<file path="config.mk">
export PLATFORM = sky130hd
export DESIGN_NAME = bsg_clk_gen_pearl_tag_tx
export DESIGN_NICKNAME = d
export VERILOG_FILES = /design/src/rtl/bsg_clk_gen_pearl_tag_tx.sv
export SDC_FILE = /design/constraint.sdc
export NUM_CORES = 1
export LEC_CHECK = 0
export BUFFER_PORTS_ARGS = -buffer_cell sky130_fd_sc_hd__buf_2
export CORE_MARGIN = 3
export CORE_UTILIZATION = 50
export CTS_CLUSTER_SIZE = 28
export DETAILED_ROUTE_END_ITERATION = 16
export GPL_TIMING_DRIVEN = 0
export PLACE_DENSITY_LB_ADDON = 0.2
export RECOVER_POWER = 100
export SLEW_MARGIN = 20
export SYNTH_ARGS = -nofsm -noshare
export SYNTH_HDL_FRONTEND = slang
export SYNTH_SLANG_ARGS = --single-unit
</file>
<file path="constraint.sdc">
create_clock -name clk_i -period 2.05 [get_ports clk_i]
set_input_delay 0.5125 -clock clk_i [delete_from_list [all_inputs] [get_ports clk_i]]
set_output_delay 0.5125 -clock clk_i [all_outputs]
set_load 0.005 [all_outputs]
</file>
<file path="src/rtl/bsg_clk_gen_pearl_tag_tx.sv">
// bsg_tag serial transmitter: parallel packet in, START/LEN/DNR/ID/PAYLOAD bits out one per cycle, LSB first.
// Optional inter-packet GAP state enabled by defining BSG_CLK_GEN_PEARL_TAG_TX_GAP_EN.
module bsg_clk_gen_pearl_tag_tx #(
  parameter int els_p               = 16,
  parameter int lg_width_p          = 4,
  parameter int max_payload_width_p = 10,
  parameter int gap_p               = 4,
  localparam int id_w = (els_p > 1) ? $clog2(els_p) : 1
) (
  input  logic                           clk_i,
  input  logic                           reset_i,
  input  logic                           v_i,
  output logic                           ready_o,
  input  logic [id_w-1:0]                node_id_i,
  input  logic                           data_not_reset_i,
  input  logic [lg_width_p-1:0]          len_i,
  input  logic [max_payload_width_p-1:0] payload_i,
  output logic                           tag_data_o,
  output logic                           tag_en_o
);

  localparam int field_max_a = (lg_width_p > id_w) ? lg_width_p : id_w;
  localparam int field_max   = (field_max_a > max_payload_width_p) ? field_max_a : max_payload_width_p;
`ifdef BSG_CLK_GEN_PEARL_TAG_TX_GAP_EN
  localparam int cnt_max = (field_max > gap_p) ? field_max : gap_p;
`else
  localparam int cnt_max = field_max;
`endif
  localparam int cnt_w = $clog2(cnt_max + 1);
  localparam int pkt_w = 2 + lg_width_p + id_w + max_payload_width_p;
  localparam logic [lg_width_p-1:0] max_len = lg_width_p'(max_payload_width_p);

`ifdef BSG_CLK_GEN_PEARL_TAG_TX_GAP_EN
  typedef enum logic [2:0] {IDLE, START, LEN, DNR, ID, PAYLOAD, GAP} state_e;
`else
  typedef enum logic [2:0] {IDLE, START, LEN, DNR, ID, PAYLOAD} state_e;
  logic unused_gap;
  assign unused_gap = (gap_p != 0);
`endif

  state_e                  state_r, state_n, done_state;
  logic [cnt_w-1:0]        cnt_r, cnt_n, done_cnt;
  logic [pkt_w-1:0]        sr_r, sr_n;
  logic [lg_width_p-1:0]   len_r, len_n, len_c;
  logic                    last, active;

  assign ready_o = (state_r == IDLE) & ~reset_i;
  assign len_c   = (len_i > max_len) ? max_len : len_i;
  assign last    = (cnt_r == cnt_w'(1));

  always_comb begin
    active = (state_r != IDLE);
`ifdef BSG_CLK_GEN_PEARL_TAG_TX_GAP_EN
    if (state_r == GAP) active = 1'b0;
`endif
  end

  // Where the FSM goes once the final bit of a packet has been driven.
  always_comb begin
    done_state = IDLE;
    done_cnt   = '0;
`ifdef BSG_CLK_GEN_PEARL_TAG_TX_GAP_EN
    if (gap_p > 0) begin
      done_state = GAP;
      done_cnt   = cnt_w'(gap_p);
    end
`endif
  end

  always_comb begin
    state_n = state_r;
    cnt_n   = cnt_r;
    sr_n    = active ? (sr_r >> 1) : sr_r;
    len_n   = len_r;
    case (state_r)
      IDLE: begin
        if (v_i & ready_o) begin
          sr_n    = {payload_i, node_id_i, data_not_reset_i, len_c, 1'b1};
          len_n   = len_c;
          state_n = START;
        end
      end
      START: begin
        cnt_n   = cnt_w'(lg_width_p);
        state_n = LEN;
      end
      LEN: begin
        cnt_n = cnt_r - 1'b1;
        if (last) state_n = DNR;
      end
      DNR: begin
        cnt_n   = cnt_w'(id_w);
        state_n = ID;
      end
      ID: begin
        cnt_n = cnt_r - 1'b1;
        if (last) begin
          if (len_r == '0) begin
            state_n = done_state;
            cnt_n   = done_cnt;
          end else begin
            state_n = PAYLOAD;
            cnt_n   = cnt_w'(len_r);
          end
        end
      end
      PAYLOAD: begin
        cnt_n = cnt_r - 1'b1;
        if (last) begin
          state_n = done_state;
          cnt_n   = done_cnt;
        end
      end
`ifdef BSG_CLK_GEN_PEARL_TAG_TX_GAP_EN
      GAP: begin
        cnt_n = cnt_r - 1'b1;
        if (last) state_n = IDLE;
      end
`endif
      default: state_n = IDLE;
    endcase
  end

  // Outputs are registered from the current state, so they trail the FSM by one cycle.
  always_ff @(posedge clk_i) begin
    if (reset_i) begin
      state_r    <= IDLE;
      cnt_r      <= '0;
      sr_r       <= '0;
      len_r      <= '0;
      tag_data_o <= 1'b0;
      tag_en_o   <= 1'b0;
    end else begin
      state_r    <= state_n;
      cnt_r      <= cnt_n;
      sr_r       <= sr_n;
      len_r      <= len_n;
      tag_data_o <= active & sr_r[0];
      tag_en_o   <= active;
    end
  end

endmodule

</file>
==> key figures <==
Floorplanning
  • Cell row count: 20
  • I/O pins: 25
  • Die W: between 60 and 70 um
  • Die span in y: 63.61 um
  • Die Footprint: 4046 um2
  • Starting density of the core: 53.47%
  • Area of the core: 3103 um2

Logic synthesis
  • Mapped Area: 1659 um2
  • Number of synthesized flops with an enable pin: 0
  • Number of synthesized register bits: 33
  • Largest area contributor in the netlist: dfxtp_1
  • Yosys warns: 0
  • Dominant cells by area after synthesis: dfxtp_1 (40%), mux2i_1 (10%), a211oi_1 (8.1%), nor2_1 (6.6%), a21oi_1 (3.3%)
  • Mapped Cells: 191
  • Distinct cells, synth: 41
  • Share of the synthesized area in the top cell type: 39.82%
  • Post-synthesis async set-or-reset flop share: 0%
  • Post-synth net total: 215
  • Flip-flop cell with the highest count after synthesis: dfxtp_1
  • Avg Inst Size Synth: 8.686 um2
  • Part of the Yosys area used for sequential elements: roughly two fifths

Worst setup path
  • WP data required: 1.54 ns
  • Kind of start point of the critical path: flip-flop
  • Worst reg-to-reg setup slack: roughly 0.16 ns
  • Crit path largest cell delay: 0.38 ns
  • Worst reg2reg path startpoint: cnt_r[1]
  • Critical path endpoint category: output pin
  • Classification of the worst setup path: flip-flop to output pin
  • Path depth of the worst reg2reg path: 7
  • Arrival time at the worst endpoint: about 1.4 ns
  • Critical-path maximum fanout: 8
  • Setup crit start: state_r[2]
  • CP cell instances: clkbuf_1 > or3_4 > nor2_1 > buf_2
  • Worst-path cell with the longest stage delay: or3_4
  • Worst setup endpoint: ready_o
  • Worst R2R End: cnt_r[2]

Global route
  • Overall routing resource usage: roughly a fifth
  • Grt met3 use: a little over 6%
  • Total congestion overflow: 0
  • Initial antenna violation count: 0
  • Pin count of the biggest net entering global routing: 11
  • Global routing met2 resource utilization: 35.07%
  • Met1 Resource Use GR: approximately 25%
  • Layer carrying the most global-route usage: met2
  • Wire length of the first global-routing pass: 6658 um
  • Vias in the first global route: 1,463

Cells and area
  • Layout Utilization: between 50 and 60%
  • Area added between synthesis and finish: 11.92%
  • FILL cells: a little over 300
  • Share of final-layout standard cells stronger than drive strength 1: 17.81%
  • Count of nets after finishing: 243
  • N_diodes: 0

Min path
  • Path type of the worst min-delay path: flip-flop to flip-flop

Detailed routing
  • Vias per inst: 5.510
  • Post-detailed-route wirelength per cell: 14.11 um
  • First-pass detailed-route iteration total: 4
  • Wirelength, routed: 3712 um
  • Number of design-rule violations left by the first detailed-router iteration: 66
  • Number of nets with antenna violations after detailed routing: 0
  • DRC errors left: 0
  • Vias: 1,449

Power
  • Total internal power: ~1.6 mW
  • Worst IR drop on VDD: 0.7518 mV
  • Comb pwr share: between 40% and 50%
  • Relative contribution of sequential cells to total power: 39.6%
  • LEAKAGE: 0.7442 nW
  • NetSw: 1.143 mW
  • Power density of the placed cells: roughly 1500 nW/um2
  • Sw Share: 41.53%
  • Part of the power in the clock network: 13.4%

STA
  • Relative slew margins: 54.15%
  • Highest clock rate: 515.8 MHz
  • Slew Viols, Final: 0
  • Number of endpoints with negative hold slack in the final report: 0
  • Slew at the pin with the worst max-slew slack: 0.6877 ns
  • Final setup TNS: 0 ns
  • Maximum clock skew at final layout: 0.01236 ns
  • Final worst path period share: between 90% and 100%
  • Setup repair after global routing missed its margin: false
  • Number of endpoints failing setup at the final stage: 0
  • Tmin final: 1.939 ns

Place
  • Weighted congestion at the end of routability-driven global placement: 0.9167
  • Placed wire-length estimate: 2655 um
  • Number of port buffers: 22

Clock network
  • TritonCTS clock tree: done
  • CTS Root Cell: clkbuf_4
  • H-tree Lvls: 2
  • Total clock sinks: 33
  • Clock buffer count from CTS: 5
  • Clock-pin transition on the worst setup and hold timing paths: 0.10 ns
  • Clock network latency to the later pin of the worst-skew pair: 0.33 ns
  • Worst-case clock buffer depth: 2

Run
  • MaxCap Viol Count: 0

Outcome
  • Outcome: completed
-- timing repair --
| item | CTS | global route |
|---|---|---|
| cloned | 0 | 0 |
| pin swaps | 1 | 0 |
| buffers inserted | 1 | 0 |
| resized for setup | 1 | 2 |
| setup endpoints to repair | 1 | 1 |
| hold buffers | 0 | 0 |
-- placed cells by master (no fill, tap or decap), types with 2 or more instances in the layout --
| cell | count |
|---|---|
| dfxtp_1 | 33 |
| nor2_1 | 29 |
| buf_2 | 24 |
| a211oi_1 | 18 |
| mux2i_1 | 17 |
| clkbuf_1 | 14 |
| a21oi_1 | 11 |
| nor3_1 | 10 |
| o21ai_0 | 7 |
| nand2_1 | 6 |
| nand3_1 | 5 |
| clkbuf_4 | 5 |
| inv_1 | 4 |
| a31oi_1 | 4 |
| buf_6 | 2 |
| nor2b_1 | 2 |
| nor3b_1 | 2 |
| ha_1 | 2 |
-- synthesized netlist by cell type, types with 2 or more instances --
master,instances
a211oi_1,18
a21oi_1,11
a31oi_1,4
buf_2,3
buf_6,2
clkbuf_1,14
dfxtp_1,33
ha_1,2
inv_1,4
mux2i_1,17
nand2_1,6
nand3_1,5
nor2_1,29
nor2b_1,2
nor3_1,8
nor3_2,2
o21ai_0,7
-- cells by family after synthesis --
family	synth area share [%]
mux	10.26
xor+xnor	1.056
buf+inv	6.334
compound gates	20.36
flops	39.82
simple gates	20.66
fa+ha+maj	1.508
-- worst max-delay path: cells and delay by family, from the launching register on --
family / cells / cell delay (ns)
buffers and inverters: 2 / 0.30
flip-flops: 1 / 0.31
AND/OR/NAND/NOR: 2 / 0.48
-- power groups by stage --
| stage | Sequential, mW | Clock (mW) | Combinational [mW] |
|---|---|---|---|
| 2_1_floorplan | 1.04 | 0 | 1.05 |
| 3_3_place_gp | 1.07 | 0 | 1.26 |
| 3_5_place_dp | 1.09 | 0 | 1.32 |
| 4_1_cts | 1.07 | 0.385 | 1.36 |
| 5_1_grt | 1.12 | 0.416 | 1.46 |
| 6_report | 1.09 | 0.369 | 1.29 |
-- metrics by stage --
stage	std cells	cell area [um2]	setup slack, ns	hold WS, ns	power, mW
after floorplan	191	1659	0.4622	0.4311	2.089
after global placement	257	1824	0.06866	0.4437	2.330
after detailed placement	257	1824	0.05377	0.4537	2.406
after CTS	264	1888	0.008251	0.4634	2.815
after global routing	263	1857	0.01102	0.4638	3.001
final	263	1857	0.1111	0.4680	2.752
-- final cells by class --
type | instances | area [um2] | share of cell area (%)
buffer | 17 | 82.58 | 4.447
clock buffer | 7 | 55.05 | 2.965
inverter | 4 | 15.01 | 0.8086
multi-input combinational | 135 | 874.6 | 47.10
sequential | 33 | 660.6 | 35.58
tap | 44 | 55.05 | 2.965
timing repair buffer | 23 | 113.9 | 6.132
-- registers in the layout, summed over array words and instances (netlist names) --
name	cells
cnt_r	4
len_r	4
tag_en_o	1
state_r	3
tag_data_o	1
sr_r	20
-- metal layers --
layer  share of wire (%)  routed length [um]  vias to the layer above
met5                   0                   0                        -
met1                  45                1656                      658
met3                 5.5                 205                        5
met4                 1.2                  43                        0
met2                  49                1806                       42
li1                    -                   -                      744
-- worst min-delay path by stage --
stage,start,cells after the start,end,slack (ns)
detailed placement,sr_r[0],1,tag_data_o,0.45
global route,len_i[0],3,len_r[0],0.46
global placement,sr_r[0],1,tag_data_o,0.44
finish,sr_r[0],1,tag_data_o,0.47
CTS,len_i[0],3,len_r[0],0.46
floorplan,sr_r[0],1,tag_data_o,0.43
Note: power is estimated with default switching activity, not from simulation.
